==> config.mk <==
export PLATFORM = sky130hd
export DESIGN_NAME = paddle_game_ctrl
export DESIGN_NICKNAME = d
export VERILOG_FILES = /design/src/rtl/paddle_game_ctrl.sv
export SDC_FILE = /design/constraint.sdc
export NUM_CORES = 1
export LEC_CHECK = 0
export CAP_MARGIN = 20
export CORE_ASPECT_RATIO = 1.5
export CORE_MARGIN = 2
export CORE_UTILIZATION = 35
export CTS_BUF_LIST = sky130_fd_sc_hd__clkbuf_16
export CTS_CLUSTER_SIZE = 24
export DETAILED_ROUTE_END_ITERATION = 8
export GPL_TIMING_DRIVEN = 0
export PLACE_DENSITY = 0.65
export SLEW_MARGIN = 15
export SYNTH_ARGS = -nofsm -noshare
export SYNTH_HDL_FRONTEND = slang
export SYNTH_SLANG_ARGS = --single-unit
==> constraint.sdc <==
create_clock -name CLK -period 4.8 [get_ports CLK]
set_input_delay 0.72 -clock CLK [delete_from_list [all_inputs] [get_ports CLK]]
set_output_delay 0.72 -clock CLK [all_outputs]
set_load 0.01 [all_outputs]
==> src/rtl/paddle_game_ctrl.sv <==
// Frame-rate paddle/ball game controller for the 40x32 tile VGA demo.
// Owns paddle and ball tile positions; all state advances only on FRAME_TICK.
module paddle_game_ctrl #(
  parameter int unsigned PADDLE_W    = 6,
  parameter int unsigned BALL_DIV    = 4,
  parameter int unsigned PADDLE_DIV  = 2,
  parameter int unsigned OVER_FRAMES = 120
) (
  input  logic       CLK,
  input  logic       RST_IN,
  input  logic       LEFT,
  input  logic       RIGHT,
  input  logic       FRAME_TICK,
  output logic [5:0] PADDLE_X,
  output logic [5:0] BALL_X,
  output logic [4:0] BALL_Y,
  output logic [7:0] SCORE,
  output logic [1:0] STATE
);

  typedef enum logic [1:0] {
    ST_SERVE = 2'd0,
    ST_PLAY  = 2'd1,
    ST_OVER  = 2'd2,
    ST_BAD   = 2'd3
  } state_t;

  localparam int unsigned PDW = (PADDLE_DIV  > 1) ? $clog2(PADDLE_DIV)  : 1;
  localparam int unsigned BDW = (BALL_DIV    > 1) ? $clog2(BALL_DIV)    : 1;
  localparam int unsigned ODW = (OVER_FRAMES > 1) ? $clog2(OVER_FRAMES) : 1;

  localparam logic [PDW-1:0] PDIV_LAST = PDW'(PADDLE_DIV - 1);
  localparam logic [BDW-1:0] BDIV_LAST = BDW'(BALL_DIV - 1);
  localparam logic [ODW-1:0] OVER_LAST = ODW'(OVER_FRAMES - 1);

  localparam logic [5:0] PX_MIN = 6'd6;
  localparam logic [5:0] PX_MAX = 6'(40 - PADDLE_W);
  localparam logic [5:0] PX_RST = 6'd20;
  localparam logic [5:0] HALF   = 6'(PADDLE_W / 2);
  localparam logic [5:0] PW_M1  = 6'(PADDLE_W - 1);
  localparam logic [5:0] X_MIN  = 6'd6;
  localparam logic [5:0] X_MAX  = 6'd39;
  localparam logic [4:0] Y_TOP  = 5'd2;
  localparam logic [4:0] Y_PAD  = 5'd28;

  state_t         state_q, state_d;
  logic           l_meta_q, l_s_q, r_meta_q, r_s_q;
  logic [5:0]     px_q, px_d;
  logic [5:0]     bx_q, bx_d;
  logic [4:0]     by_q, by_d;
  logic           dx_q, dx_d;   // 1: moving right (+1)
  logic           dy_q, dy_d;   // 1: moving down  (+1)
  logic [7:0]     score_q, score_d;
  logic [PDW-1:0] pdiv_q, pdiv_d;
  logic [BDW-1:0] bdiv_q, bdiv_d;
  logic [ODW-1:0] ocnt_q, ocnt_d;

  logic           pstep, bstep, hit, y_hit, y_miss;
  logic [5:0]     px_mv, nx;
  logic [4:0]     ny;
  logic           ndx, ndy;

  always_ff @(posedge CLK) begin
    if (!RST_IN) begin
      l_meta_q <= 1'b0;
      l_s_q    <= 1'b0;
      r_meta_q <= 1'b0;
      r_s_q    <= 1'b0;
      state_q  <= ST_SERVE;
      px_q     <= PX_RST;
      bx_q     <= PX_RST + HALF;
      by_q     <= Y_PAD;
      dx_q     <= 1'b1;
      dy_q     <= 1'b0;
      score_q  <= '0;
      pdiv_q   <= '0;
      bdiv_q   <= '0;
      ocnt_q   <= '0;
    end else begin
      l_meta_q <= LEFT;
      l_s_q    <= l_meta_q;
      r_meta_q <= RIGHT;
      r_s_q    <= r_meta_q;
      state_q  <= state_d;
      px_q     <= px_d;
      bx_q     <= bx_d;
      by_q     <= by_d;
      dx_q     <= dx_d;
      dy_q     <= dy_d;
      score_q  <= score_d;
      pdiv_q   <= pdiv_d;
      bdiv_q   <= bdiv_d;
      ocnt_q   <= ocnt_d;
    end
  end

  always_comb begin
    state_d = state_q;
    px_d    = px_q;
    bx_d    = bx_q;
    by_d    = by_q;
    dx_d    = dx_q;
    dy_d    = dy_q;
    score_d = score_q;
    pdiv_d  = pdiv_q;
    bdiv_d  = bdiv_q;
    ocnt_d  = ocnt_q;

    pstep = (pdiv_q == PDIV_LAST);
    bstep = (bdiv_q == BDIV_LAST);

    px_mv = px_q;
    if (pstep) begin
      if (l_s_q && !r_s_q && px_q != PX_MIN) begin
        px_mv = px_q - 6'd1;
      end else if (r_s_q && !l_s_q && px_q != PX_MAX) begin
        px_mv = px_q + 6'd1;
      end
    end

    // Hit window uses pre-tick paddle and pre-step ball column.
    hit = (bx_q >= px_q) && (bx_q <= px_q + PW_M1);

    ndx = dx_q;
    if (dx_q && bx_q == X_MAX) begin
      nx  = X_MAX - 6'd1;
      ndx = 1'b0;
    end else if (!dx_q && bx_q == X_MIN) begin
      nx  = X_MIN + 6'd1;
      ndx = 1'b1;
    end else begin
      nx = dx_q ? bx_q + 6'd1 : bx_q - 6'd1;
    end

    ndy    = dy_q;
    y_hit  = 1'b0;
    y_miss = 1'b0;
    if (!dy_q && by_q == Y_TOP) begin
      ny  = Y_TOP + 5'd1;
      ndy = 1'b1;
    end else if (dy_q && by_q == Y_PAD) begin
      if (hit) begin
        ny    = Y_PAD - 5'd1;
        ndy   = 1'b0;
        y_hit = 1'b1;
      end else begin
        ny     = Y_PAD + 5'd1;
        y_miss = 1'b1;
      end
    end else begin
      ny = dy_q ? by_q + 5'd1 : by_q - 5'd1;
    end

    if (FRAME_TICK) begin
      pdiv_d = pstep ? '0 : pdiv_q + 1'b1;
      case (state_q)
        ST_SERVE: begin
          px_d = px_mv;
          bx_d = px_mv + HALF;
          by_d = Y_PAD;
          if (l_s_q && r_s_q) begin
            state_d = ST_PLAY;
            dx_d    = 1'b1;
            dy_d    = 1'b0;
            score_d = '0;
            bdiv_d  = '0;
          end
        end
        ST_PLAY: begin
          px_d   = px_mv;
          bdiv_d = bstep ? '0 : bdiv_q + 1'b1;
          if (bstep) begin
            bx_d = nx;
            by_d = ny;
            dx_d = ndx;
            dy_d = ndy;
            if (y_hit && score_q != 8'hFF) begin
              score_d = score_q + 8'd1;
            end
            if (y_miss) begin
              state_d = ST_OVER;
              ocnt_d  = '0;
            end
          end
        end
        ST_OVER: begin
          if (ocnt_q == OVER_LAST) begin
            state_d = ST_SERVE;
            bx_d    = px_q + HALF;
            by_d    = Y_PAD;
            dx_d    = 1'b1;
            dy_d    = 1'b0;
          end else begin
            ocnt_d = ocnt_q + 1'b1;
          end
        end
        default: begin
          state_d = ST_SERVE;
          bx_d    = px_q + HALF;
          by_d    = Y_PAD;
          dx_d    = 1'b1;
          dy_d    = 1'b0;
        end
      endcase
    end
  end

  assign PADDLE_X = px_q;
  assign BALL_X   = bx_q;
  assign BALL_Y   = by_q;
  assign SCORE    = score_q;
  assign STATE    = state_q;

endmodule

# == Yosys cells after proc, flatten, opt, wreduce, memory -nomap -nowiden ==
# Index checks and enable logic that the tools add are counted.
# word_totals
wordCells,128
input_bits,5
ff_bits,43
output_inout_bits,27
# op_classes
n_addsub,13
n_reduce_logical,27
magnitude_cmp,2
muxes,52
eq_ne,20
# ops
operator,count
6-bit 2-to-1 mux,8
5-bit 2-to-1 mux,5
8-bit 2-to-1 mux,3
7-bit 2-to-1 mux,3
5-bit AND reduction,4
1-bit 2-to-1 mux,18
6-bit case mux with 3 select lines,1
8-bit case mux with 2 select lines,1
7-bit case mux with 2 select lines,1
6-bit by 1-bit adder with 6-bit output (second input constant),2
6-bit by 2-bit adder with 6-bit output (second input constant),2
2-bit 2-to-1 mux,6
2-bit != test (second input constant),6
6-bit by 1-bit subtractor with 6-bit output (second input constant),2
1-bit logical AND,11
5-bit case mux with 2 select lines,1
3-bit != test (second input constant),3
8-bit by 1-bit adder with 8-bit output (second input constant),1
8-bit != test (second input constant),1
7-bit by 1-bit adder with 7-bit output (second input constant),1
7-bit equality test (second input constant),1
6-bit by 3-bit adder with 6-bit output (second input constant),1
6-bit by 3-bit equality test with 1-bit output (second input constant),1
6-bit equality test (second input constant),1
other kinds (23),30

# == Depth between registers and ports, before layout ==
# depth
ltp_word,10
mapped_depth,13

# == Worst setup path after synthesis ==
# OpenSTA, ideal clock, no wires.
# synth_timing
kind,register to register
startpoint,reg px_q[0] (netlist: PADDLE_X[0])
endpoint,reg bx_q[5] (netlist: BALL_X[5])
setup_slack_ns,2.008
setup_time_ns,0.086
t_required_ns,4.714
path_buffers,0
arrival_ns,2.706
stages_incl_launch_ff,11
cell_sequence,dfxtp_1 -> inv_1 -> ha_1 -> nor3b_4 -> a31oi_4 -> mux2i_4 -> xnor2_1 -> o32a_1 -> or3b_1 -> xnor2_1 -> a211oi_1
# synth_via
elab_chain_len,7
elab_cells_between_ends,13
classes_between,add/sub (4); eq/ne (2); mux (5); reduce/logical (2)
# synth_lines
element,line_no,rtl
start: declaration,48,"logic [5:0] px_q, px_d;"
start signal: assignment,85,px_q <= px_d;
"parallel branches: the longest is 6 deep, another holds 6-bit by 1-bit adder with 6-bit output",n/a,
6-bit case mux with 3 select lines (*),156,case (state_q)
end signal: assignment,71,bx_q <= PX_RST + HALF;
end: declaration,49,"logic [5:0] bx_q, bx_d;"
# Every way passes the cells marked *. The select of a mux whose other input is x is not followed.
# A chain may end at the register's enable or synchronous reset.

# == Worst setup path after layout ==
# Ends and elaborated chain as after synthesis.

==> summary.md <==
| Metric | Value |
|---|---|
| Status | finished, final reports clean |
| # resized after CTS | 0 |
| Distinct cells, synth | 59 |
| Synth Warn # | 0 |
| Final wirelength | 7780 um |
| CTS tree | built |
| Min-Delay Path Class | register to register |
| Routability congestion estimate | between 0.8 and 0.9 |
| Initial antenna violation count | 0 |
| Yosys reg bits | 43 |
| CP required | 5000 ps |
| Crit path capture type | register |
| Dominant cell type by area after synthesis | dfxtp_1 |
| Post-route ant nets | 0 |
| Initial DRC Count | between 100 and 150 |
| Crit path launch type | register |
| Tot GR Track Use | 16.9% |
| R2R Setup Slk | 1570 ps |
| Setup crit start | PADDLE_X[0] |
| Fin crit period | 3230 ps |
| CP endpoint | BALL_X[5] |
| Worst Hold Slack | 440 ps |
| NumNets Final | 450 |
| Die width | 81.2 um |
| WL/cell | 14.7 um |
| Worst R2R End | BALL_X[5] |
| Vias per std cell | roughly 5.5 |
| Count leader, synth | dfxtp_1 |
| Synth-to-Final Area Change | 20.2% |
| Via count | 2,901 |
| Synthesized area | 3130 um2 |
| Clk Latency, worst-skew pair | roughly 290 ps |
| Async set-reset flop share out of synthesis | 0% |
| # diodes | 0 |
| DIE AREA | 9720 um2 |
| Top cell type's share of synthesized area | between 20 and 30% |
| Avg Inst Size Synth | 8.23 um2 |
| Die Ht | 120 um |
| Post-CTS setup buffers | 0 |
| Reg2reg path depth | 10 |
| Worst Setup Path Type | register to register |
| RSZ-0062 raised after global routing | false |
| Max Buffers Root-to-Sink | 2 |
| FMAX | slightly above 0.3 GHz |
| Pins over their slew limit | 0 |
| Synthesized instance count | 380 |
| CTS Buf Count | 5 |
| Crit path arrival time | 3430 ps |
| Fin util | 42.8% |
| Drt pass-1 iters | 6 |
| Max-cap viol count | 0 |
| Clk slew on worst S/H paths | about 60 ps |
| Reg2reg start | PADDLE_X[0] |
| First-pass GRT wire length | 13,000 um |
| Setup TNS | 0 ps |
| Max IR drop VDD | 0.135 mV |
| Detailed Place HPWL | 5910 um |
| Critical path peak fanout | 8 |
| Main synth FF type | dfxtp_1 |
| Clock root cell | clkbuf_16 |
| H-tree depth | 2 |
| CTS sink count | 43 |
| Number of I/O pins | 32 |
| Placeable Area | 8780 um2 |
| Largest net degree at the start of global routing | 15 |
| Port-buffer cells | 30 |
| Skew final | about 6.5 ps |
| DR DRC count | 0 |
| Layout cells sized above 1 | 6.94% |
| Leakage | around 0.0014 uW |
| CTS Hold Buffers Added | 0 |
| Synth area leaders | dfxtp_1 (28%), ha_1 (10%), xnor2_1 (6.7%), a21oi_1 (5.6%), nand2_1 (3.6%) |
| Syn_nets | a little over 400 |
| Post-synth EDFFs | 0 |
| Max_slew headroom | 64.5% |
| Final worst-path cycle share | about two thirds |
| Worst Max-Slew Pin Slew | 531 ps |
| Sequential area share after synthesis | 27.5% |
| Setup Viol. Count Final | 0 |
| Final hold violation count | 0 |
| Most instantiated cells after synthesis | dfxtp_1 (43), a21oi_1 (35), nand2_1 (30) |
| GRT overflow | 0 |
| Pwr/cell area | 239 nW/um2 |
| Initial Utilization | 35.6% |
| Rows | 42 |
| Vias in the first global route | 2,812 |
==> registers in the layout, summed over array words and instances (netlist names) <==
register and cells:
SCORE 8, BALL_Y 5, dy_q 1, pdiv_q 1, l_meta_q 1, l_s_q 1, r_meta_q 1, PADDLE_X 6
r_s_q 1, bdiv_q 2, BALL_X 6, dx_q 1, STATE 2, ocnt_q 7
==> power breakdown <==
| part | switching [uW] | internal, uW | total [uW] |
|---|---|---|---|
| combinational | 45.3 | 37.4 | 82.8 |
| sequential | 8.49 | 362 | 370 |
| clock | 146 | 298 | 444 |
| total | 200 | 697 | 897 |
==> per-stage QoR <==
| step | area, um2 | setup slack, ps | total power (uW) | std cells |
|---|---|---|---|---|
| 2_1_floorplan | 3130 | 2010 | 434 | 380 |
| 3_3_place_gp | 3560 | 1440 | 459 | 520 |
| 3_5_place_dp | 3560 | 1420 | 460 | 520 |
| 4_1_cts | 3760 | 1600 | 904 | 528 |
| 5_1_grt | 3760 | 1390 | 929 | 528 |
| 6_report | 3760 | 1570 | 897 | 528 |
==> cell families after synthesis <==
family | after synthesis | share of synthesized area (%)
simple gates | 140 | 23.9
compound gates | 108 | 22.2
flops | 43 | 27.5
xor+xnor | 29 | 8.12
fa+ha+maj | 28 | 11.7
buf+inv | 26 | 4.16
mux | 6 | 2.32
==> worst max-delay path: stages (launching register included) <==
cell and delay [ps]:
dfxtp_1 530, inv_1 240, ha_1 250, nor3b_4 160, a31oi_4 330, mux2i_4 340, xnor2_1 120, o32a_1 370
or3b_1 400, xnor2_1 150, a211oi_1 240
==> area by class of cell <==
cell class / count / area [um2]
Buffer: 12 / 77.6
Tap cell: 110 / 138
Inverter: 14 / 52.6
Sequential cell: 43 / 861
Clock inverter: 3 / 67.6
Timing Repair Buffer: 30 / 300
Multi-Input combinational cell: 311 / 2140
Fill cell: 892 / 5020
Clock buffer: 5 / 125
==> layout by cell type (no fill, tap or decap), types with 5 or more instances in the layout <==
master / count
dfxtp_1: 43
a21oi_1: 35
nand2_1: 30
clkdlybuf4s50_1: 30
ha_1: 26
xnor2_1: 24
nor2_1: 24
o21ai_0: 22
nand3_1: 18
inv_1: 13
and2_1: 11
nor3_1: 11
nor2b_1: 10
and3_1: 8
clkbuf_1: 7
a21o_1: 7
or3_1: 7
mux2i_1: 5
xor2_1: 5
o21a_1: 5
a31oi_1: 5
clkbuf_16: 5
==> layer usage <==
metal	share of wire, %	vias to the layer above	track usage [%]
met5	0	-	0
met4	2.9	0	8.16
met3	4.3	17	2.78
met2	51	85	29.0
met1	41	1354	19.9
li1	-	1445	-
==> how the worst min path moves through the flow <==
| stage | start | to | slack (ps) | cells after the start |
|---|---|---|---|---|
| after floorplan | l_meta_q | l_s_q | 410 | 1 |
| after global placement | r_meta_q | r_s_q | 420 | 1 |
| after detailed placement | r_meta_q | r_s_q | 420 | 1 |
| after CTS | r_meta_q | r_s_q | 440 | 1 |
| after global routing | l_meta_q | l_s_q | 460 | 1 |
| final | r_meta_q | r_s_q | 440 | 1 |
Note: power is estimated with default switching activity, not from simulation.
